$ cat src/rtl/piso_frame_tx.sv
// -----------------------------------------------------------------------------
// piso_frame_tx
//
// Parallel-in/serial-out framed transmitter. A WIDTH-bit word is taken in
// over a valid/ready handshake. It is then driven onto a single serial line as:
//   - one start bit (0),
//   - WIDTH data bits,
//   - one stop bit (1).
// Each bit is held for BAUD_DIV clocks. The line idles high. This block is the
// sending end of the link that feeds the flip-flop-based SIPO receiver.
//
// Handshake (valid/ready):
//   A word transfers on the rising clk edge where in_valid && in_ready are both
//   high. in_data is copied into the shift register on that edge; any later
//   change to in_data is ignored. in_ready is high only in IDLE, so in_valid
//   has no effect while a frame is in flight. in_valid may be held high
//   continuously: the next word is then accepted in the done cycle and its
//   start bit follows on the next cycle.
//
// Parameters:
//   WIDTH      data bits per frame (>= 1)
//   BAUD_DIV   clocks per serial bit (>= 1)
//   LSB_FIRST  1: bit 0 goes out first (shift right)
//              0: bit WIDTH-1 goes out first (shift left)
//
// Ports:
//   clk        rising-edge clock
//   rst        asynchronous, active-low reset
//   in_valid   in_data holds a word to send
//   in_ready   block can accept a word (high only in IDLE)
//   in_data    word to transmit; sampled only at the handshake
//   ser_out    serial line; idles high
//   busy       frame in progress (START/DATA/STOP)
//   done       one-cycle pulse in the cycle after the stop bit completes
//   dbg_state  current FSM state (0 IDLE, 1 START, 2 DATA, 3 STOP)
//
// Every output is a register or is decoded from registers only. No input
// reaches an output through combinational logic.
// -----------------------------------------------------------------------------
module piso_frame_tx #(
  parameter int WIDTH     = 8,
  parameter int BAUD_DIV  = 1,
  parameter bit LSB_FIRST = 1'b1
) (
  input  logic             clk,
  input  logic             rst,
  input  logic             in_valid,
  output logic             in_ready,
  input  logic [WIDTH-1:0] in_data,
  output logic             ser_out,
  output logic             busy,
  output logic             done,
  output logic [1:0]       dbg_state
);

  // Counter widths, with a minimum of one bit, so that WIDTH=1 and
  // BAUD_DIV=1 still give legal vectors.
  localparam int BW = (BAUD_DIV > 1) ? $clog2(BAUD_DIV) : 1;
  localparam int CW = (WIDTH > 1) ? $clog2(WIDTH) : 1;

  localparam logic [BW-1:0] BAUD_LAST = BW'(BAUD_DIV - 1);
  localparam logic [CW-1:0] BIT_LAST  = CW'(WIDTH - 1);

  typedef enum logic [1:0] {
    S_IDLE  = 2'd0,
    S_START = 2'd1,
    S_DATA  = 2'd2,
    S_STOP  = 2'd3
  } state_t;

  state_t           state_q;
  state_t           state_d;
  logic [WIDTH-1:0] shift_q;
  logic [WIDTH-1:0] shift_next;
  logic [BW-1:0]    baud_q;
  logic [CW-1:0]    bit_q;
  logic             done_q;

  logic             accept;
  logic             baud_last;
  logic             bit_last;
  logic             tx_bit;

  // in_ready is decoded from the state register, so accept does not create
  // a combinational path from in_valid to any output.
  assign in_ready  = (state_q == S_IDLE);
  assign accept    = in_valid && in_ready;
  assign baud_last = (baud_q == BAUD_LAST);
  assign bit_last  = (bit_q == BIT_LAST);

  // The bit on the line is always at the output end of the shift register.
  // The register moves one place toward that end after each bit period.
  assign tx_bit     = LSB_FIRST ? shift_q[0] : shift_q[WIDTH-1];
  assign shift_next = LSB_FIRST ? (shift_q >> 1) : (shift_q << 1);

  // ---------------------------------------------------------------------------
  // Next-state logic
  // ---------------------------------------------------------------------------
  always_comb begin
    state_d = state_q;
    case (state_q)
      S_IDLE:  if (accept)                state_d = S_START;
      S_START: if (baud_last)             state_d = S_DATA;
      S_DATA:  if (baud_last && bit_last) state_d = S_STOP;
      S_STOP:  if (baud_last)             state_d = S_IDLE;
      default:                            state_d = S_IDLE;
    endcase
  end

  // ---------------------------------------------------------------------------
  // Output decode
  // ---------------------------------------------------------------------------
  always_comb begin
    ser_out = 1'b1;
    case (state_q)
      S_START: ser_out = 1'b0;
      S_DATA:  ser_out = tx_bit;
      default: ser_out = 1'b1;
    endcase
  end

  assign busy      = (state_q != S_IDLE);
  assign done      = done_q;
  assign dbg_state = state_q;

  // ---------------------------------------------------------------------------
  // State and datapath registers
  // ---------------------------------------------------------------------------
  always_ff @(posedge clk or negedge rst) begin
    if (!rst) begin
      state_q <= S_IDLE;
      shift_q <= '0;
      baud_q  <= '0;
      bit_q   <= '0;
      done_q  <= 1'b0;
    end else begin
      state_q <= state_d;

      // done is set by the final clock of the stop bit. It therefore shows up
      // in the first IDLE cycle, the same cycle in which in_ready returns.
      done_q <= (state_q == S_STOP) && baud_last;

      if (state_q == S_IDLE) begin
        // Counters are held at zero while idle. Every frame therefore starts
        // with a full-length start bit.
        baud_q <= '0;
        bit_q  <= '0;
        if (accept) begin
          shift_q <= in_data;
        end
      end else begin
        baud_q <= baud_last ? '0 : baud_q + 1'b1;
        if ((state_q == S_DATA) && baud_last) begin
          shift_q <= shift_next;
          bit_q   <= bit_last ? '0 : bit_q + 1'b1;
        end
      end
    end
  end

endmodule

$ cat config.mk
export PLATFORM = sky130hd
export DESIGN_NAME = piso_frame_tx
export DESIGN_NICKNAME = d
export VERILOG_FILES = /design/src/rtl/piso_frame_tx.sv
export SDC_FILE = /design/constraint.sdc
export NUM_CORES = 1
export LEC_CHECK = 0
export ABC_AREA = 0
export BUFFER_PORTS_ARGS = -buffer_cell sky130_fd_sc_hd__buf_2
export CORE_MARGIN = 1
export CORE_UTILIZATION = 30
export DETAILED_ROUTE_END_ITERATION = 6
export HOLD_SLACK_MARGIN = 0.12
export PLACE_DENSITY_LB_ADDON = 0.1
export SLEW_MARGIN = 20
export SYNTH_ARGS = -nofsm -noshare
export SYNTH_HDL_FRONTEND = slang
export SYNTH_SLANG_ARGS = --single-unit
$ cat constraint.sdc
create_clock -name clk -period 3.3 [get_ports clk]
set_clock_uncertainty 0.15 [all_clocks]
set_input_delay 0.33 -clock clk [delete_from_list [all_inputs] [get_ports clk]]
set_output_delay 0.33 -clock clk [all_outputs]
set_load 0.03 [all_outputs]
### Word-level counts from Yosys, hierarchy flattened

Cells that the tools add are included.

* flip-flop bits (word level): 15
* bits of input ports: 11
* output and inout bits: 6
* logic and storage cells: 39

* add/sub/neg operators: 2
* equality and inequality tests: 8
* muxes and demuxes: 14
* bitwise operators: 1
* reduce and logical (&&, ||, !) cells: 9

Operators by type and width (number)
* 2-to-1 mux 8 bit: 3
* 2-to-1 mux 3 bit: 3
* 2-to-1 mux 2 bit: 4
* case mux 2 bit (4 select lines): 1
* inequality test 2 bit, second input constant: 3
* == test 2 bit, second input constant: 2
* logical AND 1 bit: 4
* AND reduction 4 bit: 1
* nonzero test 2 bit: 2
* adder 3 x 1 -> 3 bit, second input constant: 1
* == test 3 bit, second input constant: 1
* == test 2 x 1 -> 1 bit, second input constant: 1
* zero test 2 bit: 1
* 2-to-1 mux 1 bit: 2
* inequality test 2 x 1 -> 1 bit, second input constant: 1
* case mux 1 bit (2 select lines): 1
* AND reduction 2 bit: 1
* adder 1 bit, second input constant: 1
* inverter 1 bit: 1

### Depth between registers and ports, before layout

Gate-level depths: netlist of the first run.

* depth in word-level cells: 4
* depth in mapped cells: 7
* mapped depth without buffers: 5

### Worst setup path after synthesis of the first run

OpenSTA, ideal clock, no wires.

* path type: reg2out
* from: reg state_q[0], in the netlist dbg_state[0]
* to: out ser_out
* arrival: 1886 ps
* required time: 2820 ps
* slack: 934 ps
* stages on the path, launching flop included: 6
* buffers on the path: 2
* cell sequence: dfrtp_1 inv_1 ha_1 buf_4 buf_6 o21ai_0

* cells in the longest elaborated chain, start to end: 2
* elaborated cells on any way between the ends: 3
* those cells by class: 2 x eq/ne; 1 x mux

Ends and longest elaborated chain
* from (decl): line 71 `state_t state_q;`
* from (signal assigned): line 137 `state_q <= state_d;`
* == test 2 bit / == test 2 x 1 -> 1 bit (equally long branches): line 115 `case (state_q)`
* case mux 1 bit (2 select lines) *: line 115
* to (decl): line 50 `output logic ser_out,`

Every way passes the cells marked *; elsewhere a longest branch is shown, timed or not.

### Worst setup path in the final report of the first run

Ends and elaborated chain as after synthesis.

==> results.txt, run 1 <==
For the count of pins over their slew limit, the log shows 0. The cell total after placement is 114. The kind of start point of the critical path was a flop. Dividing the detail-routed via count by the number of cells gives 4.82.

The worst hold path belongs to the class input port to flop. From bottom edge to top edge, the die measures 53.8 um. The tree is rooted in a sky130_fd_sc_hd__clkbuf_4. The maximum level of the CTS H-tree was 1; the number of unique standard cell types used by synthesis was 19.

The clock-pin transition on the worst setup and hold timing paths came out at 90 ps. The count of max-cap constraint violations came out at 0. Yosys instantiated no cell more often than sky130_fd_sc_hd__dfrtp_1.

Overall via count from detail_route: 574. After detailed routing, the average wire length per cell comes to 12.2 um. The number of port buffers is 16, and the area used by multi-input combinational logic is 389 um2. The startpoint-to-endpoint class of the critical path was flop to output pin. After synthesis, the most frequently instantiated cells are 14 x sky130_fd_sc_hd__dfrtp_1, 11 x sky130_fd_sc_hd__mux2i_1, 7 x sky130_fd_sc_hd__a211oi_1, 7 x sky130_fd_sc_hd__a21oi_1, 7 x sky130_fd_sc_hd__nor2b_1.

The headroom to the max-slew limit came out at 53.2%. The clock latency reported for the late side of the worst-skew pair is 280 ps. By area the synthesized netlist is led by sky130_fd_sc_hd__dfrtp_1 44%, sky130_fd_sc_hd__mux2i_1 14%, sky130_fd_sc_hd__ha_1 9.3%, sky130_fd_sc_hd__a211oi_1 6.5%, sky130_fd_sc_hd__nor2b_1 5.4%. The average instance in the mapped netlist occupies 11.2 um2. Global routing used 12.6% of the available tracks across all layers. After synthesis, the largest area contributor takes up 43.5% of total cell area. The tools report the number of gates resized after cts as 0. The run gives 4 as the total iterations of the first detailed-routing run. In the final design database the tool counted 107 nets. The number of nets handed over by synthesis was 89.

The portion of the clock cycle consumed by the worst path in the final layout was 69.9%; the worst slack at placement was 1280 ps. Setup repair after global routing left no endpoint under its margin. The share of synthesized registers carrying an async set or reset came out at 100%. The run gives 0 as the number of endpoints with negative hold slack in the final report. The logs give 434 MHz for the peak clock frequency supported by timing and 14 for the CTS sink count. Setup violations remaining at the end of the flow were counted as 0. The required arrival time at the worst endpoint was 2820 ps. The floorplan core area was 2500 um2.

Register cell area after layout: 350 um2. In the final layout, the share of cells above drive strength 1 is 29.2%. TritonCTS created 3 clock buffers. The flow ran to the end, and the final reports show no timing, DRC or antenna violations. For this block, the routed nets add up to 1450 um of wire. Power spread over the standard cell area amounts to 1030 nW/um2. The cell leakage power was 0.000457 uW.

The filler-free cell count of the finished design was 119; the slack of the worst reg-to-reg path was 1290 ps. Cell taking the most area after synthesis: sky130_fd_sc_hd__dfrtp_1. For the pin with the worst max-slew slack, the measured transition is 703 ps. The die outline width is 53.8 um.

The fill cell total of the finished layout is 265, and the number of design rule violations left after detail routing is 0. The tools report the kind of end point of the critical path as an output pin. Counting every instance in the synthesized netlist gives 72. The least setup slack across all paths after layout is 994 ps. The arrival time of the worst setup path came out at 1830 ps.

The tools report the half-perimeter wire length of the detailed placement result as 1010 um. During synthesis, Yosys emitted a total of 0 warnings. Summing every instance area after synthesis gives 805 um2. The run gives 550 as the number of global-route vias before repair. Leading register cell type out of synthesis: sky130_fd_sc_hd__dfrtp_1. The logs give 0 ps for the summed negative setup slack over all endpoints and 17 for the top-level port count. TritonCTS built the clock tree. From synthesis to final layout, the design area changed by 15.6%.

The first routing iteration left 5 violations. The worst path in the final design needs a cycle of 2310 ps, including I/O delays and setup. The number of buffers between clock root and the deepest sink is 2. The global-route wire length before repair came out at 2480 um. In this run, synthesis inferred 0 flip-flops with an integrated enable. After floorplanning, the core was divided into 18 placement rows.

The peak fanout along the critical path is 22, and the initial standard-cell utilization of the core is 32.2%. The repair_antennas step left the layout with diodes totalling 0. The number of antenna violations at the first check in global routing is 0.

At the end of routability-driven placement, the weighted congestion stood at 0.637. The logs give 2890 um2 for the die area and 468 uV for the maximum resistive drop on vdd. Sequential cells were found to cover 43.5% of the synthesized design area. The count of nets left with antenna violations once routing finished came out at 0. The number of synthesized register bits was 14; the largest net degree at the start of global routing was 23. The total overflow left after global routing is 0.
## critical path, cell delays in order, from the launching register on
cell	delay [ps]
sky130_fd_sc_hd__dfrtp_1	430
sky130_fd_sc_hd__inv_1	100
sky130_fd_sc_hd__ha_1	610
sky130_fd_sc_hd__nand2_1	90
sky130_fd_sc_hd__o21ai_0	90
sky130_fd_sc_hd__buf_2	220
## final cells by class
| type | instances | share of cell area (%) |
|---|---|---|
| Tap cell | 30 | 4.04 |
| Multi-Input combinational cell | 48 | 41.9 |
| Sequential cell | 14 | 37.7 |
| Timing Repair Buffer | 18 | 10.5 |
| Inverter | 5 | 2.02 |
| Clock buffer | 4 | 3.90 |
## power breakdown
part | total, uW | internal [uW] | switching [uW]
logic | 522 | 220 | 301
registers | 315 | 255 | 60.5
clock network | 124 | 67.1 | 57.2
total | 961 | 542 | 419
## cell usage in the layout (no fill, tap or decap)
cell type | synthesis | final
sky130_fd_sc_hd__buf_2 | 1 | 16
sky130_fd_sc_hd__dfrtp_1 | 14 | 14
sky130_fd_sc_hd__mux2i_1 | 11 | 11
sky130_fd_sc_hd__nor2b_1 | 7 | 7
sky130_fd_sc_hd__a211oi_1 | 7 | 7
sky130_fd_sc_hd__a21oi_1 | 7 | 7
sky130_fd_sc_hd__ha_1 | 6 | 6
sky130_fd_sc_hd__inv_1 | 4 | 4
sky130_fd_sc_hd__nor2_1 | 3 | 3
sky130_fd_sc_hd__clkbuf_4 | 0 | 3
sky130_fd_sc_hd__nand2_1 | 1 | 1
sky130_fd_sc_hd__o21ai_0 | 1 | 1
sky130_fd_sc_hd__inv_2 | 1 | 1
sky130_fd_sc_hd__and2b_2 | 1 | 1
sky130_fd_sc_hd__a21oi_2 | 1 | 1
sky130_fd_sc_hd__mux2_4 | 1 | 1
sky130_fd_sc_hd__a32o_1 | 1 | 1
sky130_fd_sc_hd__o22a_2 | 1 | 1
sky130_fd_sc_hd__clkbuf_8 | 0 | 1
sky130_fd_sc_hd__dlygate4sd3_1 | 0 | 1
sky130_fd_sc_hd__buf_4 | 1 | 1
## routing by layer
layer	wire [um]	track usage, %	up-vias
li1	-	-	285
met2	644	19.8	16
met3	83	5.93	2
met1	699	14.5	271
met5	0	0	-
met4	19	5.26	0
## registers in the layout, summed over array words and instances (netlist names)
name,count
done,1
shift_q,8
dbg_state,2
bit_q,3
## final timing paths
check	end	startpoint	cells past startpoint
min in group asynchronous	done$_DFF_PN0_	rst	2
max in group asynchronous	shift_q[0]$_DFFE_PN0P_	rst	2
worst max-delay path	ser_out	dbg_state[0]$_DFFE_PN0P_	5
worst max register to register	dbg_state[1]$_DFFE_PN0P_	dbg_state[0]$_DFFE_PN0P_	5
worst min-delay path	shift_q[7]$_DFFE_PN0P_	in_data[7]	2
worst min register to register	shift_q[7]$_DFFE_PN0P_	shift_q[7]$_DFFE_PN0P_	1
## through the flow
step                util [%]  hold slack, ps  cell area [um2]  total power (uW)
floorplan                  -            -116              805               759
global placement        35.3             102              883               848
detailed placement      35.3             102              883               848
CTS                     37.2             143              930               981
global route            37.2             123              930              1060
finish                  37.2             155              930               961
## cells by family (layout without fill, tap and decap cells)
family          count (synthesis)  in the layout  synth area share [%]
compound gates                 18             18                  15.1
fa+ha+maj                       6              6                  9.33
buf+inv                        10             27                  8.09
flops                          14             14                  43.5
mux                            12             12                  15.6
simple gates                   12             12                  8.40
## timing repair
action | CTS | global route
buffers inserted | 0 | 0
endpoints found under the hold margin | 14 | 0
hold buffers | 1 | 0
Note: power is estimated with default switching activity, not from simulation.
==> inputs of run 2 (changes only) <==
==> constraint.sdc (replaced) <==
create_clock -name clk -period 2.3 [get_ports clk]
set_clock_uncertainty 0.15 [all_clocks]
set_input_delay 0.23 -clock clk [delete_from_list [all_inputs] [get_ports clk]]
set_output_delay 0.23 -clock clk [all_outputs]
set_load 0.03 [all_outputs]
==> results.txt, run 2 (synthesized netlist as in run 1, its figures left out) <==
Setup repair after global routing left no endpoint under its margin. The filler-free cell count of the finished design was 128 (+7.6%). The most common cell after layout, fill and taps aside was sky130_fd_sc_hd__buf_2. For the floorplan core area, the log shows 2500 um2 (unchanged). The headroom to the max-slew limit was 78.5% (+25 points). The fraction of layout cells with a size suffix above 1 came out at 28.6% (-0.64 points).

The number of antenna repair diodes was 0 (unchanged); the number of gates resized after cts was 0 (unchanged). The die outline width works out to 53.8 um (unchanged). The run gives 2680 um (+8.1%) as the global-route wire length before repair. The run gives 350 um2 (unchanged) as the register cell area after layout. The CTS sink count came out at 14 (unchanged).

The startpoint-to-endpoint class of the critical path was flop to output pin. The final antenna-violating net count came out at 0 (unchanged). The overall via count from detail_route is 593 (+3.3%).

For the worst slack at placement, the log shows 603 ps (-674 ps). The tools report the number of design rule violations left after detail routing as 0 (unchanged). The logs give 32.2% (unchanged) for the initial standard-cell utilization of the core and 116 (+8.4%) for the count of nets after finishing. The y dimension of the die is 53.8 um (unchanged). Final wirelength: 1530 um (+5.6%). The least setup slack across all paths after layout was 398 ps (-596 ps); the top-level port count was 17 (unchanged). The logs give 0 (unchanged) for the number of endpoints with negative hold slack in the final report and 1920 ps (-900 ps) for the required arrival time at the worst endpoint. The arrival time of the worst setup path came out at 1520 ps (-310 ps). Largest net degree at the start of global routing: 19 (-17%). The tools report the placer congestion estimate as 0.728 (+14%). Register bank with the most flops: shift_q. The kind of start point of the critical path was a flop.

The run gives 40.6% (+3.4 points) as the core occupancy in the finished layout. The die area came out at 2890 um2 (unchanged). The logs give 13.8% (+1.3 points) for the global routing usage summed across all routing layers and 544 (-1.1%) for the number of global-route vias before repair.

The summed negative setup slack over all endpoints is 0 ps (unchanged). The total iterations of the first detailed-routing run came out at 4 (unchanged). TritonCTS built the clock tree. For the maximum level of the CTS H-tree, the log shows 1 (unchanged). The top cell types in the final layout, fill and taps aside, are 16 x sky130_fd_sc_hd__buf_2, 14 x sky130_fd_sc_hd__dfrtp_1, 11 x sky130_fd_sc_hd__mux2i_1, 8 x sky130_fd_sc_hd__dlygate4sd3_1. The number of port buffers was 16 (unchanged). The cell total after placement was 116 (+1.8%); the peak clock frequency supported by timing was 526 MHz.

The area used by multi-input combinational logic was 389 um2 (unchanged). The area of all placed cells without fillers came out at 1010 um2 (+9.2%). The run gives 729 uV (+56%) as the maximum resistive drop on vdd. The routed length per placed instance was 11.9 um (-1.8%). The number of vias per cell after detailed routing is 4.63 (-4.0%). The number of buffers between clock root and the deepest sink was 2 (unchanged). The area after detailed placement was 898 um2 (+1.7%); the portion of the clock cycle consumed by the worst path in the final layout was 82.7%. For the cell leakage power, the log shows 0.000497 uW (+8.6%). The iteration-0 DRC count of the detailed router was 7 (+2); the post-CTS setup repair buffer count was 0 (unchanged). The clock-pin transition on the worst setup and hold timing paths works out to 90 ps (about the same).

The path class of the tightest hold or removal check is input port to flop. The kind of end point of the critical path was an output pin. The actual slew at the worst max-slew pin is 322 ps (-381 ps), and the synthesis-to-finish area growth is 26.1%. The fill cell total of the finished layout was 248 (-6.4%); the peak fanout along the critical path was 12 (-45%). The flow ran to the end, and the final reports show no timing, DRC or antenna violations. The tools report the site row count as 18 (unchanged). The number of failing setup endpoints in the final timing report was 0 (unchanged); the flip-flop count of the largest register after layout was 8 (unchanged).

Clock latency reported for the late side of the worst-skew pair: 280 ps (about the same). The remaining global-route overflow came out at 0 (unchanged). The number of antenna violations at the first check in global routing came out at 0 (unchanged). The tools report the TritonCTS buffer count as 3 (unchanged). The half-perimeter wire length of the detailed placement result is 1070 um (+5.9%), and the count of max-cap constraint violations is 0 (unchanged). Minimum clock period after layout: 1900 ps. The power per unit of standard cell area works out to 1410 nW/um2 (+36%). In this run the clock root is driven by a sky130_fd_sc_hd__clkbuf_4. The tools report the count of pins over their slew limit as 0 (unchanged).
==> run 2: critical path, cell delays in order (launching register included) <==
cell	delay, ps
sky130_fd_sc_hd__dfrtp_1	440
sky130_fd_sc_hd__inv_1	100
sky130_fd_sc_hd__ha_1	260
sky130_fd_sc_hd__buf_4	220
sky130_fd_sc_hd__inv_1	50
sky130_fd_sc_hd__buf_2	170
==> run 2: layout make-up <==
class / count / share of cell area (%)
timing repair buffer: 27 / 18.0
sequential: 14 / 34.5
inverter: 5 / 1.85
tap: 30 / 3.70
clock buffer: 4 / 3.58
multi-input combinational: 48 / 38.3
==> run 2: layer usage <==
layer  track usage [%]  part of all wire [%]  vias to the layer above
met2              19.3                    43                       16
met1              18.6                    51                      267
met3              5.93                   5.2                        2
li1                  -                     -                      308
met4              5.26                   1.2                        0
met5                 0                     0                        -
==> run 2: path summary, 6_finish.rpt <==
kind / cells past startpoint / from / to / slack [ps]
setup reg to reg: 5 / dbg_state[0]$_DFFE_PN0P_ / dbg_state[1]$_DFFE_PN0P_ / 600
hold reg to reg: 1 / shift_q[7]$_DFFE_PN0P_ / shift_q[7]$_DFFE_PN0P_ / 350
hold / removal: 3 / in_data[3] / shift_q[3]$_DFFE_PN0P_ / 120
min in group asynchronous: 2 / rst / shift_q[6]$_DFFE_PN0P_ / 210
setup / recovery: 5 / dbg_state[1]$_DFFE_PN0P_ / busy / 400
max in group asynchronous: 2 / rst / shift_q[0]$_DFFE_PN0P_ / 1550
==> run 2: report_power, final <==
group / switching, uW / leakage (uW) / internal [uW] / total, uW
clock: 88.3 / 0.0000210 / 96.4 / 185
combinational: 443 / 0.000306 / 344 / 787
sequential: 90.1 / 0.000170 / 365 / 455
total: 622 / 0.000497 / 806 / 1430
==> run 2: what timing repair did <==
action	CTS	global route
endpoints found under the hold margin	21	0
endpoints found under the setup margin	0	0
hold buffers	8	0
==> run 2: per-stage QoR <==
step	total power, uW	hold WS (ps)
after floorplan	1090	-216
after global placement	1240	7.75
after detailed placement	1250	-0.839
after CTS	1450	138
after global routing	1580	131
final	1430	121
